## config.mk

```make
export PLATFORM = sky130hd
export DESIGN_NAME = gemm_c_drain
export DESIGN_NICKNAME = d
export VERILOG_FILES = /design/src/rtl/gemm_pkg.sv /design/src/rtl/gemm_c_drain.sv
export SDC_FILE = /design/constraint.sdc
export NUM_CORES = 1
export LEC_CHECK = 0
export ABC_AREA = 1
export BUFFER_PORTS_ARGS = -buffer_cell sky130_fd_sc_hd__clkbuf_2
export CAP_MARGIN = 40
export CORE_AREA = 10 10 225 227
export DETAILED_ROUTE_END_ITERATION = 7
export DIE_AREA = 0 0 235 237
export PLACE_DENSITY_LB_ADDON = 0.15
export SYNTH_ARGS = -nofsm -noshare
export SYNTH_HDL_FRONTEND = slang
export SYNTH_SLANG_ARGS = --single-unit
```

## constraint.sdc

```tcl
create_clock -name clk_i -period 7.1 [get_ports clk_i]
set_clock_uncertainty 0.05 [all_clocks]
set_input_delay 1.42 -clock clk_i [delete_from_list [all_inputs] [get_ports clk_i]]
set_output_delay 1.42 -clock clk_i [all_outputs]
set_load 0.01 [all_outputs]
```

## src/rtl/gemm_pkg.sv

```systemverilog
`default_nettype none
// ============================================================================
// Module   : gemm_pkg
// Purpose  : Shared types and default geometry for the GeMM C-output path.
// Revision : 1.0  initial release
// ============================================================================
package gemm_pkg;

    localparam int GEMM_OUT_DATA_W  = 32;
    localparam int GEMM_MESH_ROW    = 4;
    localparam int GEMM_MESH_COL    = 4;
    localparam int GEMM_ADDR_W      = 12;
    localparam int GEMM_SIZE_ADDR_W = 8;

    localparam int GEMM_SRAM_C_W    = GEMM_MESH_ROW * GEMM_MESH_COL * GEMM_OUT_DATA_W;
    localparam int GEMM_ROW_IDX_W   = GEMM_SIZE_ADDR_W + $clog2(GEMM_MESH_ROW);
    localparam int GEMM_COL_IDX_W   = GEMM_SIZE_ADDR_W + $clog2(GEMM_MESH_COL);

    typedef enum logic [2:0] {
        S_IDLE  = 3'd0,
        S_READ  = 3'd1,
        S_LATCH = 3'd2,
        S_EMIT  = 3'd3,
        S_DONE  = 3'd4
    } drain_state_e;

endpackage
`default_nettype wire

```

## src/rtl/gemm_c_drain.sv

```systemverilog
`default_nettype none
// ============================================================================
// Module   : gemm_c_drain
// Purpose  : Walks block-packed SRAM C and streams the result matrix out one
//            element per beat in global row-major order.
// Revision : 1.0  initial release
// ============================================================================
module gemm_c_drain
    import gemm_pkg::*;
#(
    parameter int OutDataWidth  = GEMM_OUT_DATA_W,
    parameter int meshRow       = GEMM_MESH_ROW,
    parameter int meshCol       = GEMM_MESH_COL,
    parameter int AddrWidth     = GEMM_ADDR_W,
    parameter int SizeAddrWidth = GEMM_SIZE_ADDR_W,
    localparam int SRAM_C_Width = meshRow * meshCol * OutDataWidth
) (
    input  logic                                      clk_i,
    input  logic                                      rst_i,
    input  logic                                      start_i,
    input  logic [SizeAddrWidth-1:0]                  M_size_i,
    input  logic [SizeAddrWidth-1:0]                  N_size_i,
    output logic [AddrWidth-1:0]                      sram_c_addr_o,
    input  logic [SRAM_C_Width-1:0]                   sram_c_rdata_i,
    output logic [OutDataWidth-1:0]                   out_data_o,
    output logic [SizeAddrWidth+$clog2(meshRow)-1:0]  out_row_o,
    output logic [SizeAddrWidth+$clog2(meshCol)-1:0]  out_col_o,
    output logic                                      out_valid_o,
    input  logic                                      out_ready_i,
    output logic                                      out_last_o,
    output logic                                      busy_o,
    output logic                                      done_o
);

    localparam int RW       = (meshRow > 1) ? $clog2(meshRow) : 1;
    localparam int CW       = (meshCol > 1) ? $clog2(meshCol) : 1;
    localparam int ROW_W    = SizeAddrWidth + $clog2(meshRow);
    localparam int COL_W    = SizeAddrWidth + $clog2(meshCol);
    localparam int ROW_BITS = meshCol * OutDataWidth;

    drain_state_e state, state_nx;

    logic [SizeAddrWidth-1:0] m_size, n_size;
    logic [SizeAddrWidth-1:0] m_cnt, n_cnt, m_nx, n_nx;
    logic [RW-1:0]            r_cnt, r_nx;
    logic [CW-1:0]            c_cnt;
    logic [ROW_BITS-1:0]      row_q;
    logic [AddrWidth-1:0]     addr_nx;

    logic c_last, n_last, r_last, m_last;
    logic beat, chunk_end, final_beat, sizes_ok;

    always_comb begin
        c_last     = (c_cnt == CW'(meshCol - 1));
        n_last     = (n_cnt == n_size - SizeAddrWidth'(1));
        r_last     = (r_cnt == RW'(meshRow - 1));
        m_last     = (m_cnt == m_size - SizeAddrWidth'(1));
        beat       = (state == S_EMIT) && out_ready_i;
        chunk_end  = beat && c_last;
        final_beat = chunk_end && n_last && r_last && m_last;
        sizes_ok   = (M_size_i != '0) && (N_size_i != '0);

        // Coordinates of the next tile-row chunk: n fastest, then r, then m.
        n_nx = n_last ? '0 : n_cnt + SizeAddrWidth'(1);
        r_nx = r_cnt;
        m_nx = m_cnt;
        if (n_last) begin
            if (r_last) begin
                r_nx = '0;
                m_nx = m_cnt + SizeAddrWidth'(1);
            end else begin
                r_nx = r_cnt + RW'(1);
            end
        end
        addr_nx = AddrWidth'(m_nx) * AddrWidth'(n_size) + AddrWidth'(n_nx);
    end

    always_ff @(posedge clk_i) begin
        if (rst_i) begin
            state <= S_IDLE;
        end else begin
            state <= state_nx;
        end
    end

    always_comb begin
        state_nx = state;
        case (state)
            S_IDLE:  if (start_i) state_nx = sizes_ok ? S_READ : S_DONE;
            S_READ:  state_nx = S_LATCH;
            S_LATCH: state_nx = S_EMIT;
            S_EMIT:  if (chunk_end) state_nx = final_beat ? S_DONE : S_READ;
            S_DONE:  state_nx = S_IDLE;
            default: state_nx = S_IDLE;
        endcase
    end

    always_ff @(posedge clk_i) begin
        if (rst_i) begin
            m_size        <= '0;
            n_size        <= '0;
            m_cnt         <= '0;
            n_cnt         <= '0;
            r_cnt         <= '0;
            c_cnt         <= '0;
            row_q         <= '0;
            sram_c_addr_o <= '0;
        end else begin
            case (state)
                S_IDLE: begin
                    if (start_i) begin
                        m_size <= M_size_i;
                        n_size <= N_size_i;
                        m_cnt  <= '0;
                        n_cnt  <= '0;
                        r_cnt  <= '0;
                        c_cnt  <= '0;
                        if (sizes_ok) begin
                            sram_c_addr_o <= '0;
                        end
                    end
                end
                S_LATCH: begin
                    row_q <= sram_c_rdata_i[int'(r_cnt)*ROW_BITS +: ROW_BITS];
                end
                S_EMIT: begin
                    if (beat) begin
                        if (c_last) begin
                            c_cnt <= '0;
                            // Address for the next chunk is ready as READ begins.
                            if (!final_beat) begin
                                m_cnt         <= m_nx;
                                n_cnt         <= n_nx;
                                r_cnt         <= r_nx;
                                sram_c_addr_o <= addr_nx;
                            end
                        end else begin
                            c_cnt <= c_cnt + CW'(1);
                        end
                    end
                end
                default: ;
            endcase
        end
    end

    assign out_valid_o = (state == S_EMIT);
    assign out_last_o  = out_valid_o && c_last && n_last && r_last && m_last;
    assign busy_o      = (state != S_IDLE);
    assign done_o      = (state == S_DONE);
    assign out_data_o  = row_q[int'(c_cnt)*OutDataWidth +: OutDataWidth];
    assign out_row_o   = ROW_W'(m_cnt) * ROW_W'(meshRow) + ROW_W'(r_cnt);
    assign out_col_o   = COL_W'(n_cnt) * COL_W'(meshCol) + COL_W'(c_cnt);

endmodule
`default_nettype wire
```

==> results by group, run 1 <==
Outcome
  • Result of the run: finished clean

Route
  • First DRT Iteration DRCs: 1052
  • Routed wire per std cell: 20.2 microns
  • Via count of the routed design: 16700
  • Count of antenna-violating nets left after detailed routing: 0
  • Final wirelength: 68100 microns
  • Post-route DRC: 0
  • Vias per cell: 4.97
  • 1st-pass router iterations: 5

Critical path
  • Critical Path Source: n_size[0]
  • Launching element type of the critical path: register
  • Buf/Inv on CP: 6
  • Arrival time at the worst endpoint: 6.73 ns
  • Maximum cell stage delay along the critical path: 0.63 ns
  • Type of destination of the critical path: register
  • Reg-to-reg critical path startpoint: n_size[0]
  • Slowest stage cell, crit path: sky130_fd_sc_hd__dfxtp_1
  • Crit path kind: reg2reg
  • Cell class contributing the biggest share of worst-path delay: adder cells
  • Required @ worst endpoint: 7.34 ns
  • Largest fanout on the critical path: 16

Timing
  • Max-slew headroom: 0.361
  • Number of pins with negative max-slew slack in the final report: 0
  • Number of endpoints failing setup at the final stage: 0
  • Setup repair after global routing missed its margin: false
  • Slew at the pin closest to its max-slew limit: 0.959 ns
  • TNS Setup: 0 ns
  • Maximum operating frequency: 154 MHz
  • Setup ws final: 0.609 ns
  • Final Hold Fails: 0
  • Minimum clock period: 6.49 ns
  • Share of the clock period used by the worst path: 0.914

Synth
  • Number of enable flip-flop cells after synthesis: 0
  • Fraction of registers with async set/reset: 0
  • Syn Inst Count: 2267
  • Syn_nets: 2867
  • Mean instance size in the synthesized netlist: 6.26 sq um
  • Primary flip-flop cell chosen by synthesis mapping: sky130_fd_sc_hd__dfxtp_1
  • Portion of synthesized cell area occupied by the leading cell type: 0.253
  • Top cells by instance count after synthesis: 448 x sky130_fd_sc_hd__nor2_1, 367 x sky130_fd_sc_hd__inv_1, 317 x sky130_fd_sc_hd__o21ai_0
  • Warning count from the yosys run: 0
  • Number of distinct library cells after synthesis: 44
  • Post-synthesis instance area: 14200 sq um
  • Synthesized flop and latch total: 179
  • Top cells by area, synth: sky130_fd_sc_hd__dfxtp_1 25%, sky130_fd_sc_hd__nor2_1 12%, sky130_fd_sc_hd__o21ai_0 11%
  • Cell taking the most area after synthesis: sky130_fd_sc_hd__dfxtp_1
  • Fraction of the yosys area taken by sequential cells: 0.253
  • Most frequent cell after synthesis: sky130_fd_sc_hd__nor2_1

Clocking
  • Number of buffers inserted during clock tree synthesis: 17
  • Root buffer cell: sky130_fd_sc_hd__clkbuf_16
  • Insertion delay of the later-clocked pin in the worst-skew pair: 0.45 ns
  • Bufs on Longest Clock Path: 2
  • Clock tree from TritonCTS: yes
  • Count of clock tree sinks: 179
  • Clock-pin transition on the worst setup and hold timing paths: 0.08 ns
  • Count of H-tree levels built during CTS: 4

Power and ir drop
  • Static Leakage: 0.00931 uW
  • Worst voltage drop across the vdd grid: 0.143 mV
  • Power per standard cell area: 228 nW/um^2
  • Total power: 4140 uW

Floorplanning
  • Die height: 237 microns
  • Boundary Pins: 600
  • Starting density of the core: 0.307
  • Std cell rows: 79
  • Die Area: 55700 sq um
  • Die X-Extent: 235 microns
  • Area of the core region: 46200 sq um

Worst hold path
  • Launch point of the worst hold path: state[2]
  • Hold Path Class: reg2reg

Place
  • Last weighted congestion value of the routability-driven placer: 0.926
  • Count of port buffers added during placement: 599
  • Total instance count after detailed placement: 3327
  • Place WS: 0.512 ns
  • Detailed Place HPWL: 54800 microns

Layout
  • Fraction of layout cells with a size suffix above 1: 0.255
  • Final core utilization: 0.393
  • Number of nets in the finished design: 3340
  • Layout filler cell count: 5128
  • Non-filler instance count after layout: 3362
  • Area grow syn2layout: 27.9%

Global route
  • Global routing usage summed across all routing layers: 0.233
  • Global route overflow: 0
  • Pin count of the biggest net entering global routing: 104
  • Via count of the first global-routing pass: 16200
  • First-pass GRT wire length: 101000 microns
  • Number of antenna violations at the first check in global routing: 5

Run
  • Maximum capacitance violations: 0
cell families after synthesis:
kind of cell,after synthesis,synth area share
buffers and inverters,546,0.148
adders and majority gates,68,0.0806
DFF,179,0.253
xor gates and xnor gates,29,0.0184
AOI/OAI and AO/OA,733,0.297
and+or+nand+nor,712,0.204
registers in the layout (all words and copies together) (netlist names):
register and cells:
r_cnt 2, state 3, m_cnt 8, sram_c_addr_o 12, row_q 128, m_size 8, n_cnt 8, n_size 8
c_cnt 2
path summary, 6_finish.rpt:
| path | end | slack, ns | cells past startpoint |
|---|---|---|---|
| max | sram_c_addr_o[11] | 0.61 | 32 |
| min | state[2] | 0.41 | 1 |
| min reg2reg | state[2] | 0.41 | 1 |
| max reg2reg | sram_c_addr_o[11] | 0.61 | 32 |
layout make-up:
cell class	instances	area (sq um)	share of cell area
Antenna cell	2	5.00	0.000276
Clock buffer	18	439	0.0242
Tap cell	607	759	0.0419
Inverter	378	1430	0.0790
Timing Repair Buffer	622	3260	0.180
Clock inverter	14	135	0.00745
Sequential cell	179	3590	0.198
Multi-Input combinational cell	1542	8520	0.470
layer usage:
| metal | track usage | vias up | part of all wire | wire length (microns) |
|---|---|---|---|---|
| met1 | 0.293 | 7787 | 0.44 | 29800 |
| li1 | - | 8370 | - | - |
| met5 | 0 | - | 0.00019 | 13 |
| met3 | 0.0544 | 56 | 0.065 | 4460 |
| met2 | 0.387 | 495 | 0.47 | 32100 |
| met4 | 0.0704 | 2 | 0.024 | 1650 |
cell usage in the layout, fill, tap and decap left out, types with 5 or more instances in the layout:
| cell type | netlist | layout |
|---|---|---|
| sky130_fd_sc_hd__a21oi_1 | 268 | 268 |
| sky130_fd_sc_hd__a21oi_2 | 7 | 7 |
| sky130_fd_sc_hd__buf_4 | 2 | 17 |
| sky130_fd_sc_hd__clkbuf_16 | 0 | 17 |
| sky130_fd_sc_hd__clkbuf_2 | 0 | 598 |
| sky130_fd_sc_hd__dfxtp_1 | 179 | 176 |
| sky130_fd_sc_hd__fa_1 | 39 | 39 |
| sky130_fd_sc_hd__ha_1 | 29 | 29 |
| sky130_fd_sc_hd__inv_1 | 367 | 366 |
| sky130_fd_sc_hd__inv_2 | 8 | 8 |
| sky130_fd_sc_hd__inv_6 | 0 | 5 |
| sky130_fd_sc_hd__nand2_1 | 184 | 183 |
| sky130_fd_sc_hd__nand3_1 | 36 | 36 |
| sky130_fd_sc_hd__nand4_1 | 11 | 11 |
| sky130_fd_sc_hd__nor2_1 | 448 | 448 |
| sky130_fd_sc_hd__nor3_1 | 8 | 8 |
| sky130_fd_sc_hd__nor4_1 | 5 | 5 |
| sky130_fd_sc_hd__o21ai_0 | 317 | 317 |
| sky130_fd_sc_hd__o32ai_1 | 128 | 128 |
| sky130_fd_sc_hd__or2_2 | 5 | 5 |
| sky130_fd_sc_hd__xnor2_1 | 10 | 10 |
| sky130_fd_sc_hd__xor2_1 | 18 | 17 |
per-stage QoR:
step	hold slack [ns]	instance area [sq um]
global placement	0.393	17400
finish	0.406	18100
floorplan	0.372	14200
global route	0.452	18100
detailed placement	0.395	17600
CTS	0.406	18100
what timing repair did:
action	CTS	global route
resized for setup	0	1
setup buffers	0	0
hold buffers	0	0
endpoints found under the setup margin	0	1
where the power goes:
part | total (uW) | internal (uW) | switching [uW] | leakage (uW)
combinational | 1860 | 613 | 1250 | 0.00757
clock | 949 | 473 | 475 | 0.000276
sequential | 1330 | 1200 | 128 | 0.00147
Power figures use the tool's default switching activity.
==> run 2, diff against run 1 <==
CELL_PAD_IN_SITES_DETAIL_PLACEMENT = 1   (was default)
CELL_PAD_IN_SITES_GLOBAL_PLACEMENT = 2   (was default)
CORE_AREA = default   (was 10 10 225 227)
CORE_MARGIN = 10   (was default)
CORE_UTILIZATION = 24   (was default)
DIE_AREA = default   (was 0 0 235 237)
==> run 2 against run 1 <==
Critical path depth unchanged. Critical path type unchanged. Count of clock-buffer cells in the layout unchanged. Flip-flop and latch count unchanged. Die area up 24%. Final area up 1.8%. Largest power group unchanged. Sequential share of layout area down 0.35 points.
==> results by group, run 2 (synthesized netlist as in run 1, its figures left out) <==
Route
  • Vias per cell: 4.80 (was 4.97)
  • Final wirelength: 77400 microns (was 68100 microns)
  • 1st-pass router iterations: 5 (unchanged)
  • First DRT Iteration DRCs: 990 (was 1052)
  • Count of antenna-violating nets left after detailed routing: 0 (unchanged)
  • Post-route DRC: 0 (unchanged)
  • Via count of the routed design: 16900 (was 16700)
  • Routed wire per std cell: 21.9 microns (was 20.2 microns)

Outcome
  • Result of the run: finished clean (unchanged)

Layout
  • Layout filler cell count: 7684 (was 5128)
  • Number of nets in the finished design: 3341 (was 3340)
  • Registers with the most flip-flops: row_q: 128 flops, sram_c_addr_o: 12 flops (unchanged)
  • Area of all sequential standard cells: 3590 sq um (unchanged)
  • Fraction of layout cells with a size suffix above 1: 0.255 (about the same)
  • Flip-flop count of the largest register, all copies and words added: 128 (unchanged)
  • Commonest cells after routing, fill and taps aside: 598 x sky130_fd_sc_hd__clkbuf_2, 448 x sky130_fd_sc_hd__nor2_1, 366 x sky130_fd_sc_hd__inv_1, 317 x sky130_fd_sc_hd__o21ai_0, 268 x sky130_fd_sc_hd__a21oi_1 (unchanged)
  • Leading cell type in the layout, fill and taps excluded: sky130_fd_sc_hd__clkbuf_2 (unchanged)
  • Multi-input combinational cell area: 8520 sq um (unchanged)
  • Area grow syn2layout: 30.2% (was 27.9%)
  • Register with the highest flop count: row_q (unchanged)

Critical path
  • CP most frequent cell: sky130_fd_sc_hd__nand2_1
  • Crit path kind: reg2reg (unchanged)
  • Type of destination of the critical path: register (unchanged)
  • Arrival time at the worst endpoint: 6.79 ns (was 6.73 ns)
  • Largest fanout on the critical path: 16 (unchanged)
  • Maximum cell stage delay along the critical path: 0.56 ns (was 0.63 ns)
  • Required @ worst endpoint: 7.48 ns (was 7.34 ns)
  • Launching element type of the critical path: register (unchanged)
  • Slowest stage cell, crit path: sky130_fd_sc_hd__dfxtp_1 (unchanged)

Power and ir drop
  • Static Leakage: 0.00936 uW (was 0.00931 uW)
  • Total power: 4360 uW (was 4140 uW)
  • Worst voltage drop across the vdd grid: 0.166 mV (was 0.143 mV)
  • Power per standard cell area: 236 nW/um^2 (was 228 nW/um^2)

Global route
  • Number of antenna violations at the first check in global routing: 4 (was 5)
  • First-pass GRT wire length: 113000 microns (was 101000 microns)
  • Global route overflow: 0 (unchanged)
  • Pin count of the biggest net entering global routing: 108 (was 104)
  • Global routing usage summed across all routing layers: 0.215 (was 0.233)
  • Via count of the first global-routing pass: 17500 (was 16200)

Timing
  • Number of endpoints failing setup at the final stage: 0 (unchanged)
  • Share of the clock period used by the worst path: 0.904 (was 0.914)
  • Maximum operating frequency: 156 MHz (was 154 MHz)
  • Number of pins with negative max-slew slack in the final report: 0 (unchanged)
  • Final Hold Fails: 0 (unchanged)
  • Minimum clock period: 6.42 ns (was 6.49 ns)
  • Slew at the pin closest to its max-slew limit: 0.952 ns (was 0.959 ns)
  • Max-slew headroom: 0.365 (was 0.361)
  • Setup repair after global routing missed its margin: false (unchanged)
  • TNS Setup: 0 ns (unchanged)

Clocking
  • Clock-pin transition on the worst setup and hold timing paths: 0.08 ns (about the same)
  • Root buffer cell: sky130_fd_sc_hd__clkbuf_16 (unchanged)
  • Count of clock tree sinks: 179 (unchanged)
  • Insertion delay of the later-clocked pin in the worst-skew pair: 0.49 ns (was 0.45 ns)
  • Bufs on Longest Clock Path: 2 (unchanged)
  • Count of hold-fix buffers inserted at cts: 0 (unchanged)
  • Clock tree from TritonCTS: yes (unchanged)
  • Number of buffers inserted during clock tree synthesis: 17 (unchanged)
  • Count of H-tree levels built during CTS: 4 (unchanged)

Floorplanning
  • Boundary Pins: 600 (unchanged)
  • Die Area: 69200 sq um (was 55700 sq um)
  • Die height: 263 microns (was 237 microns)
  • Std cell rows: 89 (was 79)
  • Area of the core region: 58800 sq um (was 46200 sq um)
  • Die X-Extent: 263 microns (was 235 microns)
  • Starting density of the core: 0.241 (was 0.307)

Run
  • Maximum capacitance violations: 0 (unchanged)

Worst hold path
  • Hold Path Class: reg2reg (unchanged)

Place
  • Last weighted congestion value of the routability-driven placer: 0.888 (was 0.926)
  • Count of port buffers added during placement: 599 (unchanged)
  • Detailed Place HPWL: 63100 microns (was 54800 microns)
==> run 2: worst paths after layout <==
check	endpoint	slack, ns	from	cells after the start
hold reg to reg	state[2]	0.41	state[2]	1
setup reg to reg	sram_c_addr_o[11]	0.68	n_size[1]	32
hold / removal	state[2]	0.41	state[2]	1
setup / recovery	sram_c_addr_o[11]	0.68	n_size[1]	32
==> run 2: what timing repair did <==
action	in CTS	in global routing
gates resized for setup	0	1
setup buffers	0	0
endpoints found under the setup margin	0	1
==> run 2: area by class of cell <==
| type | instances | area share |
|---|---|---|
| flip-flops and latches | 179 | 0.194 |
| repair buffers | 623 | 0.179 |
| inverters | 378 | 0.0776 |
| clock inverters | 14 | 0.0119 |
| diodes | 2 | 0.000271 |
| well taps | 773 | 0.0524 |
| clock buffers | 18 | 0.0232 |
| multi-input cells | 1542 | 0.461 |
==> run 2: layer usage <==
| metal | vias up | track usage | part of all wire |
|---|---|---|---|
| li1 | 8371 | - | - |
| met1 | 8146 | 0.265 | 0.44 |
| met2 | 370 | 0.367 | 0.49 |
| met3 | 58 | 0.0520 | 0.051 |
| met4 | 2 | 0.0541 | 0.019 |
| met5 | - | 0 | 0.00017 |
==> run 2: critical path: cells and delay by family, from the launching register on <==
kind	cells	cell delay, ns
AO/OA/AOI/OAI	4	0.99
flip-flops	1	0.56
adder cells (fa/ha/maj)	6	2.52
XOR/XNOR	1	0.18
buffers and inverters	6	0.46
AND/OR/NAND/NOR	15	1.57
==> run 2: power by group <==
group          internal (uW)  switching (uW)
Clock                    602             492
Combinational            629            1320
Sequential              1200             124
Total                   2430            1930
==> run 2: metrics by stage <==
| step | instances | hold WS [ns] | cell area (sq um) | utilization | worst slack (ns) |
|---|---|---|---|---|---|
| detailed placement | 3495 | 0.400 | 17800 | 0.303 | 0.566 |
| global placement | 3485 | 0.392 | 17600 | 0.300 | 0.593 |
| finish | 3529 | 0.412 | 18500 | 0.314 | 0.682 |
| CTS | 3527 | 0.411 | 18500 | 0.314 | 0.550 |
| floorplan | 2267 | 0.372 | 14200 | - | 1.61 |
| global route | 3529 | 0.436 | 18500 | 0.314 | 0.109 |
